==> src/rtl/strip_block_reorder.sv <==
// Raster-to-block reorder: writes one 8-line strip linearly into a single-port SRAM,
// then reads it back in 8x8 block order through a 2-entry output FIFO.
module strip_block_reorder #(
  parameter int IMG_WIDTH   = 640,
  parameter int WORDSIZE    = 16,
  parameter int ADDRESSSIZE = 15
) (
  input  logic                   iClk,
  input  logic                   iReset,
  input  logic                   iPixValid,
  input  logic [WORDSIZE-1:0]    iPixData,
  output logic                   oPixReady,
  output logic                   oBlkValid,
  output logic [WORDSIZE-1:0]    oBlkData,
  output logic                   oBlkLast,
  output logic                   oStripLast,
  input  logic                   iBlkReady,
  output logic                   oNWRT,
  output logic                   oNCE,
  output logic [WORDSIZE-1:0]    oDIN,
  output logic [ADDRESSSIZE-5:0] oRA,
  output logic [3:0]             oCA,
  input  logic [WORDSIZE-1:0]    iDO
);

  localparam int StripPix = 8 * IMG_WIDTH;

  typedef enum logic {StFill, StDrain} state_e;

  state_e                 r_state;
  logic [ADDRESSSIZE-1:0] r_wr_cnt;
  logic [ADDRESSSIZE-1:0] r_blk_base;
  logic [ADDRESSSIZE-1:0] r_row_base;
  logic [2:0]             r_row;
  logic [2:0]             r_col;
  logic                   r_rd_done;
  logic                   r_inflight;
  logic                   r_if_blk_last;
  logic                   r_if_strip_last;
  logic [WORDSIZE-1:0]    r_fd [2];
  logic                   r_fb [2];
  logic                   r_fs [2];
  logic                   r_wp;
  logic                   r_rp;
  logic [1:0]             r_cnt;

  logic                   w_accept;
  logic                   w_issue;
  logic                   w_pop;
  logic                   w_blk_valid;
  logic [2:0]             w_occ;
  logic                   w_last_col;
  logic                   w_last_row;
  logic                   w_last_blk;
  logic [ADDRESSSIZE-1:0] w_rd_addr;
  logic [ADDRESSSIZE-1:0] w_addr;

  assign w_blk_valid = (r_cnt != 2'd0) && !iReset;
  assign w_pop       = w_blk_valid && iBlkReady;
  assign w_accept    = (r_state == StFill) && iPixValid && !iReset;
  assign w_occ       = {1'b0, r_cnt} + {2'b0, r_inflight};
  // Occupancy after this cycle's pop must leave room for the read issued now.
  assign w_issue     = (r_state == StDrain) && !r_rd_done && !iReset &&
                       (w_occ < (3'd2 + {2'b0, w_pop}));

  assign w_last_col  = (r_col == 3'd7);
  assign w_last_row  = (r_row == 3'd7);
  assign w_last_blk  = (r_blk_base == ADDRESSSIZE'(IMG_WIDTH - 8));
  assign w_rd_addr   = r_row_base + ADDRESSSIZE'(r_col);
  assign w_addr      = (r_state == StFill) ? r_wr_cnt : w_rd_addr;

  assign oPixReady  = (r_state == StFill) && !iReset;
  assign oBlkValid  = w_blk_valid;
  assign oBlkData   = r_fd[r_rp];
  assign oBlkLast   = w_blk_valid && r_fb[r_rp];
  assign oStripLast = w_blk_valid && r_fs[r_rp];
  assign oNCE       = !(w_accept || w_issue);
  assign oNWRT      = !w_accept;
  assign oDIN       = iPixData;
  assign oRA        = w_addr[ADDRESSSIZE-1:4];
  assign oCA        = w_addr[3:0];

  always_ff @(posedge iClk) begin
    if (iReset) begin
      r_state         <= StFill;
      r_wr_cnt        <= '0;
      r_blk_base      <= '0;
      r_row_base      <= '0;
      r_row           <= '0;
      r_col           <= '0;
      r_rd_done       <= 1'b0;
      r_inflight      <= 1'b0;
      r_if_blk_last   <= 1'b0;
      r_if_strip_last <= 1'b0;
      r_wp            <= 1'b0;
      r_rp            <= 1'b0;
      r_cnt           <= '0;
    end else begin
      if (w_accept) begin
        if (r_wr_cnt == ADDRESSSIZE'(StripPix - 1)) begin
          r_wr_cnt <= '0;
          r_state  <= StDrain;
        end else begin
          r_wr_cnt <= r_wr_cnt + 1'b1;
        end
      end

      r_inflight <= w_issue;
      if (w_issue) begin
        r_if_blk_last   <= w_last_col && w_last_row;
        r_if_strip_last <= w_last_col && w_last_row && w_last_blk;
        if (w_last_col) begin
          r_col <= '0;
          if (w_last_row) begin
            r_row <= '0;
            if (w_last_blk) begin
              r_rd_done <= 1'b1;
            end else begin
              r_blk_base <= r_blk_base + ADDRESSSIZE'(8);
              r_row_base <= r_blk_base + ADDRESSSIZE'(8);
            end
          end else begin
            r_row      <= r_row + 1'b1;
            r_row_base <= r_row_base + ADDRESSSIZE'(IMG_WIDTH);
          end
        end else begin
          r_col <= r_col + 1'b1;
        end
      end

      // Read data from the previous cycle's issue lands in the FIFO now.
      if (r_inflight) begin
        r_fd[r_wp] <= iDO;
        r_fb[r_wp] <= r_if_blk_last;
        r_fs[r_wp] <= r_if_strip_last;
        r_wp       <= ~r_wp;
      end
      if (w_pop) begin
        r_rp <= ~r_rp;
      end
      r_cnt <= r_cnt + {1'b0, r_inflight} - {1'b0, w_pop};

      if (w_pop && r_fs[r_rp]) begin
        r_state    <= StFill;
        r_blk_base <= '0;
        r_row_base <= '0;
        r_row      <= '0;
        r_col      <= '0;
        r_rd_done  <= 1'b0;
      end
    end
  end

endmodule

==> config.mk <==
export PLATFORM = sky130hd
export DESIGN_NAME = strip_block_reorder
export DESIGN_NICKNAME = d
export VERILOG_FILES = /design/src/rtl/strip_block_reorder.sv
export SDC_FILE = /design/constraint.sdc
export NUM_CORES = 1
export LEC_CHECK = 0
export ABC_AREA = 1
export BUFFER_PORTS_ARGS = -buffer_cell sky130_fd_sc_hd__buf_2
export CAP_MARGIN = 20
export CELL_PAD_IN_SITES_DETAIL_PLACEMENT = 1
export CELL_PAD_IN_SITES_GLOBAL_PLACEMENT = 1
export CORE_ASPECT_RATIO = 0.6
export CORE_UTILIZATION = 26
export CTS_CLUSTER_SIZE = 28
export DETAILED_ROUTE_END_ITERATION = 10
export GPL_ROUTABILITY_DRIVEN = 0
export PLACE_DENSITY = 0.64
export SETUP_SLACK_MARGIN = 0.2
export SLEW_MARGIN = 20
export SYNTH_ARGS = -nofsm -noshare
export SYNTH_HDL_FRONTEND = slang
export SYNTH_SLANG_ARGS = --single-unit
==> constraint.sdc <==
create_clock -name iClk -period 2.7 [get_ports iClk]
set_input_delay 0.54 -clock iClk [delete_from_list [all_inputs] [get_ports iClk]]
set_output_delay 0.54 -clock iClk [all_outputs]
set_load 0.1 [all_outputs]
; Yosys cells after proc, flatten, opt, wreduce, memory -nomap -nowiden
; Memories as Yosys holds them, arrays and structs flattened. A register that Yosys moved wholly into a read port is not among the register bits.
; Index checks and enable logic that the tools add are counted.
[word_totals]
reg_bits = 60
mem_bits_rw = 36
in_bits = 36
out_inout_bits = 53
elab_cells = 76
memories = 3
[memory_table]
columns = name, depth, width, rd, rd_clocked_by_memory_dff, wr, line_no
row1 = r_fd, 2, 16, 1, 1, 1, 40  ; logic [WORDSIZE-1:0] r_fd [2];
row2 = r_fb, 2, 1, 1, 1, 1, 41  ; logic r_fb [2];
row3 = r_fs, 2, 1, 1, 1, 1, 42  ; logic r_fs [2];
[classes]
n_addsub = 10
order_cmp = 1
eq_ne = 5
mux = 15
bitwise_logic = 4
reduce_logical = 25
[ops]
columns = cell, n
row1 = $mux 15, 4
row2 = $add 15x1->15 const B, 1
row3 = $add 15x10->15 const B, 1
row4 = $add 15x3->15, 1
row5 = $add 15x4->15 const B, 1
row6 = $eq 15x10->1 const B, 1
row7 = $eq 15x13->1 const B, 1
row8 = $logic_and 1x1->1, 13
row9 = $mux 1, 9
row10 = $reduce_and 4->1, 2
row11 = $add 3x1->3 const B, 2
row12 = $eq 3x3->1 const B, 2
row13 = $mux 3, 2
row14 = $logic_not 1->1, 4
row15 = $not 1->1, 4
row16 = $reduce_and 2->1, 2
row17 = $add 2x1->3, 1
row18 = $add 2x1->3 const A, 1
row19 = $lt 3x3->1, 1
row20 = $reduce_and 3->1, 1
row21 = $add 2x1->2, 1
row22 = $ne 2x2->1 const B, 1
row23 = $reduce_bool 2->1, 1
row24 = $reduce_or 2->1, 1
row25 = 2 further kinds, 2

; Longest topological paths before layout
[depth]
ltp_word = 8
depth_mapped = 12
mapped_depth_nobuf = 12

; Worst setup path after synthesis
; No wires, ideal clock.
[synth_timing]
path_kind = reg2out
start = reg r_state
end = out oRA[9]
arrival_time_ns = 2.781
required_time_ns = 2.160
setup_slack_ns = -0.621
path_stages_with_launch = 4
path_buffers = 2
path_cell_list = dfxtp_1 -> buf_4 -> clkbuf_1 -> o21ai_0
[synth_via]
elab_chain_cells = 1
[synth_lines]
columns = item, line_no
row1 = from (decl), 30  ; state_e r_state;
row2 = from (signal assigned), 85  ; r_state <= StFill;
row3 = from (signal assigned), 102  ; r_state <= StDrain;
row4 = from (signal assigned), 144  ; r_state <= StFill;
row5 = $mux 15, 70  ; assign w_addr = (r_state == StFill) ? r_wr_cnt : w_rd_addr;
row6 = to (decl), 21  ; output logic [ADDRESSSIZE-5:0] oRA,
; Every way passes these cells.

; Worst setup path after layout
[layout_timing]
start = reg r_inflight
end = out oNCE
[layout_via]
elab_chain_cells = 5
[layout_lines]
columns = item, line_no
row1 = from (decl), 37  ; logic r_inflight;
row2 = from (signal assigned), 108  ; r_inflight <= w_issue;
row3 = $add 2x1->3, 61  ; assign w_occ = {1'b0, r_cnt} + {2'b0, r_inflight};
row4 = $lt 3x3->1, 64  ; (w_occ < (3'd2 + {2'b0, w_pop}));
row5 = $logic_and 1x1->1, 63  ; assign w_issue = (r_state == StDrain) && !r_rd_done && !iReset &&
row6 = $logic_or 1x1->1, 77  ; assign oNCE = !(w_accept || w_issue);
row7 = $logic_not 1->1, 77
row8 = to (decl), 19  ; output logic oNCE,
; Every way passes these cells.

==> results by group <==
Status
  – Status: completed

Logic synthesis
  – Post-Syn Instances: 550
  – Post-Syn Nets: 598
  – Area contributors post-synth: dfxtp_1 24%, edfxtp_1 24%, nand2_1 11%
  – Top-area cell type share of the netlist area: approximately 24%
  – Register area share after synthesis: 47.95%
  – Seq cells post-synth: 91
  – Yosys warnings: 0
  – Leading area contributor after synthesis: dfxtp_1
  – Synthesized area: 0.004551 mm^2
  – Avg Inst Size Synth: ~8.3 um^2
  – Synth cell types: 34

STA
  – Max-slew violations: 0
  – Final TNS setup: 0 ns
  – Relative slew margins: 59.31%
  – Final setup viols: 0
  – Fin worst setup slack: 0.3379 ns
  – FMAX: 423.4 MHz
  – Final Hold Viols: 0
  – Least-Margin Pin Slew: 0.6098 ns
  – Clock skew: 0.007390 ns
  – Period utilization: 87.49%
  – RSZ-0062 raised after global routing: no
  – Fin crit period: 2.362 ns

Clock tree
  – Clock-pin slew of the registers on the worst-case setup and hold paths: ~0.070 ns
  – Root Buffer: clkbuf_16
  – CTS tree: built
  – H-tree depth: 3
  – CTS Hold Bufs: 0
  – Clock latency at the later pin of the worst-skew pair: 0.35 ns
  – Clock Sink Count: 91
  – Cts bufs inserted: 9
  – Clock Tree Buf Depth: 2

Global routing
  – Vias in the first global route: 3854
  – First-pass GRT wire length: 19910 um
  – Initial antenna violation count: 0
  – Largest net degree at the start of global routing: 20
  – GRT Util Overall: 13.94%
  – Overflow after GRT: 0

Detailed routing
  – DR WL/cell: 14.58 um
  – TritonRoute pass-1 iters: 4
  – Final WL: 12170 um
  – # DRC: 0
  – Via/cell ratio: 4.507
  – Starting DRT DRC Count: 214
  – Via count: 3763
  – Antenna-violating nets left: 0

Finish
  – Commonest non-fill, non-tap cell in the layout: nand2_1
  – Final Non-Filler Cells: 835
  – Fillers: 2088
  – Final instance area: between 0.005 and 0.006 mm^2
  – Commonest non-fill, non-tap cells in the layout: 126 x nand2_1, 56 x nor2_1, 54 x buf_2, 54 x dfxtp_1, 51 x inv_1
  – Area growth syn-to-layout: 17.54%
  – Share of layout cells above drive strength 1: 20.30%
  – Nets: 644
  – Antenna diodes: 0

Placement
  – Port Buffers: 56
  – Cell Area, Placed: 0.005034 mm^2
  – Place WS: 0.2720 ns
  – # placed instances: 818
  – Post-DP HPWL: a little over 9000 um

Worst setup path
  – Max Fanout on Critical Path: 6
  – WP data required: 2.16 ns
  – Startpoint types: flop
  – Worst path arrival time: 1.82 ns
  – R2R Setup Slk: 0.52 ns
  – WS Path Type: reg2out
  – Register-to-Register Path Depth: 7
  – Worst Setup End Kind: output pin

Pwr
  – Peak VDD IR: 0.2641 mV
  – Pwr/cell area: 521.2 mW/mm^2
  – Switching power: between 0.6 and 0.7 mW
  – Seq pwr share: 51.2%
  – Switching Share: 24.64%
  – Int Pwr: ~2.1 mW
  – Static leakage: 2.136 nW
  – Combinational power share: 3.4%
  – Design Power: 2.788 mW
  – Clock power frac: between 40% and 50%

Floorplan
  – Die Y: 104.5 um
  – Die Area: 0.01805 mm^2
  – Core ar.: approximately 0.017 mm^2
  – Die X: 172.8 um
  – # rows: 37
  – Starting density of the core: 26.57%
  – Boundary pin count: 89

Job
  – # Max-Cap Violations: 0

Worst hold path
  – Hold depth: 1
  – Hold Crit Class: in2reg
-- flip-flops by register name, summed over array words and instances (netlist names), 3 cells and up, named ones only --
register,count
r_blk_base,12
r_col,3
r_fd,32
r_row,3
r_row_base,12
r_wr_cnt,15
-- metal layers --
| metal | GRT usage, % | part of all wire [%] |
|---|---|---|
| met1 | 21.03 | 55 |
| met2 | 19.73 | 40 |
| met3 | 2.997 | 3.3 |
| met4 | 3.603 | 1.0 |
| met5 | 0 | 0 |
-- cell type report --
type	instances	area, um^2	share of cell area, %
well taps	234	292.8	5.474
flip-flops and latches	91	2183	40.82
repair buffers	65	377.9	7.064
multi-input cells	372	1977	36.96
clock inverters	7	71.32	1.333
clock buffers	9	225.2	4.211
inverters	57	221.5	4.140
-- kinds of logic after synthesis --
group,Yosys count,synth area share [%]
mux,18,4.427
xor+xnor,16,3.079
other cells,1,0.08241
buf+inv,87,9.211
fa+ha+maj,12,3.299
flops,91,47.95
simple gates,248,23.21
compound gates,77,8.743
-- repair_timing --
item,CTS,global route
setup endpoints to repair,3,1
hold endpoints to repair,0,0
resized for setup,2,2
setup buffers,0,1
pin swaps,0,1
-- power groups by stage --
stage                     Clock (mW)  Combinational [mW]  Sequential (mW)
final                           1.27              0.0936             1.43
after global routing            1.35               0.100             1.43
after CTS                       1.31              0.0943             1.43
after detailed placement           0              0.0939             1.46
after global placement             0              0.0915             1.46
after floorplan                    0               0.170             1.46
-- cell usage after synthesis --
| library cell | count |
|---|---|
| a21o_1 | 1 |
| a21oi_1 | 34 |
| buf_1 | 1 |
| buf_2 | 5 |
| buf_4 | 19 |
| buf_6 | 2 |
| clkbuf_1 | 3 |
| clkinv_1 | 1 |
| conb_1 | 1 |
| dfxtp_1 | 55 |
| edfxtp_1 | 36 |
| ha_1 | 12 |
| inv_1 | 53 |
| inv_2 | 3 |
| mux2_2 | 17 |
| mux2i_1 | 1 |
| nand2_1 | 130 |
| nand2_2 | 1 |
| nand3_1 | 29 |
| nand3_2 | 3 |
| nand4_1 | 8 |
| nor2_1 | 59 |
| nor2_2 | 4 |
| nor2_4 | 1 |
| nor3_1 | 11 |
| nor3_4 | 1 |
| nor3b_1 | 1 |
| o21a_1 | 2 |
| o21ai_0 | 37 |
| o21ai_1 | 1 |
| o21bai_1 | 1 |
| o31ai_1 | 1 |
| xnor2_1 | 4 |
| xor2_1 | 12 |
-- metrics by stage --
stage          utilization (%)  hold WS, ns
4_1_cts                  31.14       0.3683
6_report                 31.23       0.3791
3_3_place_gp             29.39       0.4510
5_1_grt                  31.23       0.3690
2_1_floorplan                -       0.4259
3_5_place_dp             29.39       0.4622
-- worst max-delay path: stages (launching register included) --
cell     delay, ns
dfxtp_1       0.35
ha_1          0.22
ha_1          0.28
nand2_2       0.10
nand2_4       0.11
inv_1         0.09
nor2_2        0.13
buf_12        0.19
-- final timing paths --
check | from | end
min reg2reg | r_wp | r_wp
max | r_inflight | oNCE
min | iDO[8] | r_fd[1][8]
max reg2reg | r_row[0] | r_row_base[8]
Note: power is estimated with default switching activity, not from simulation.
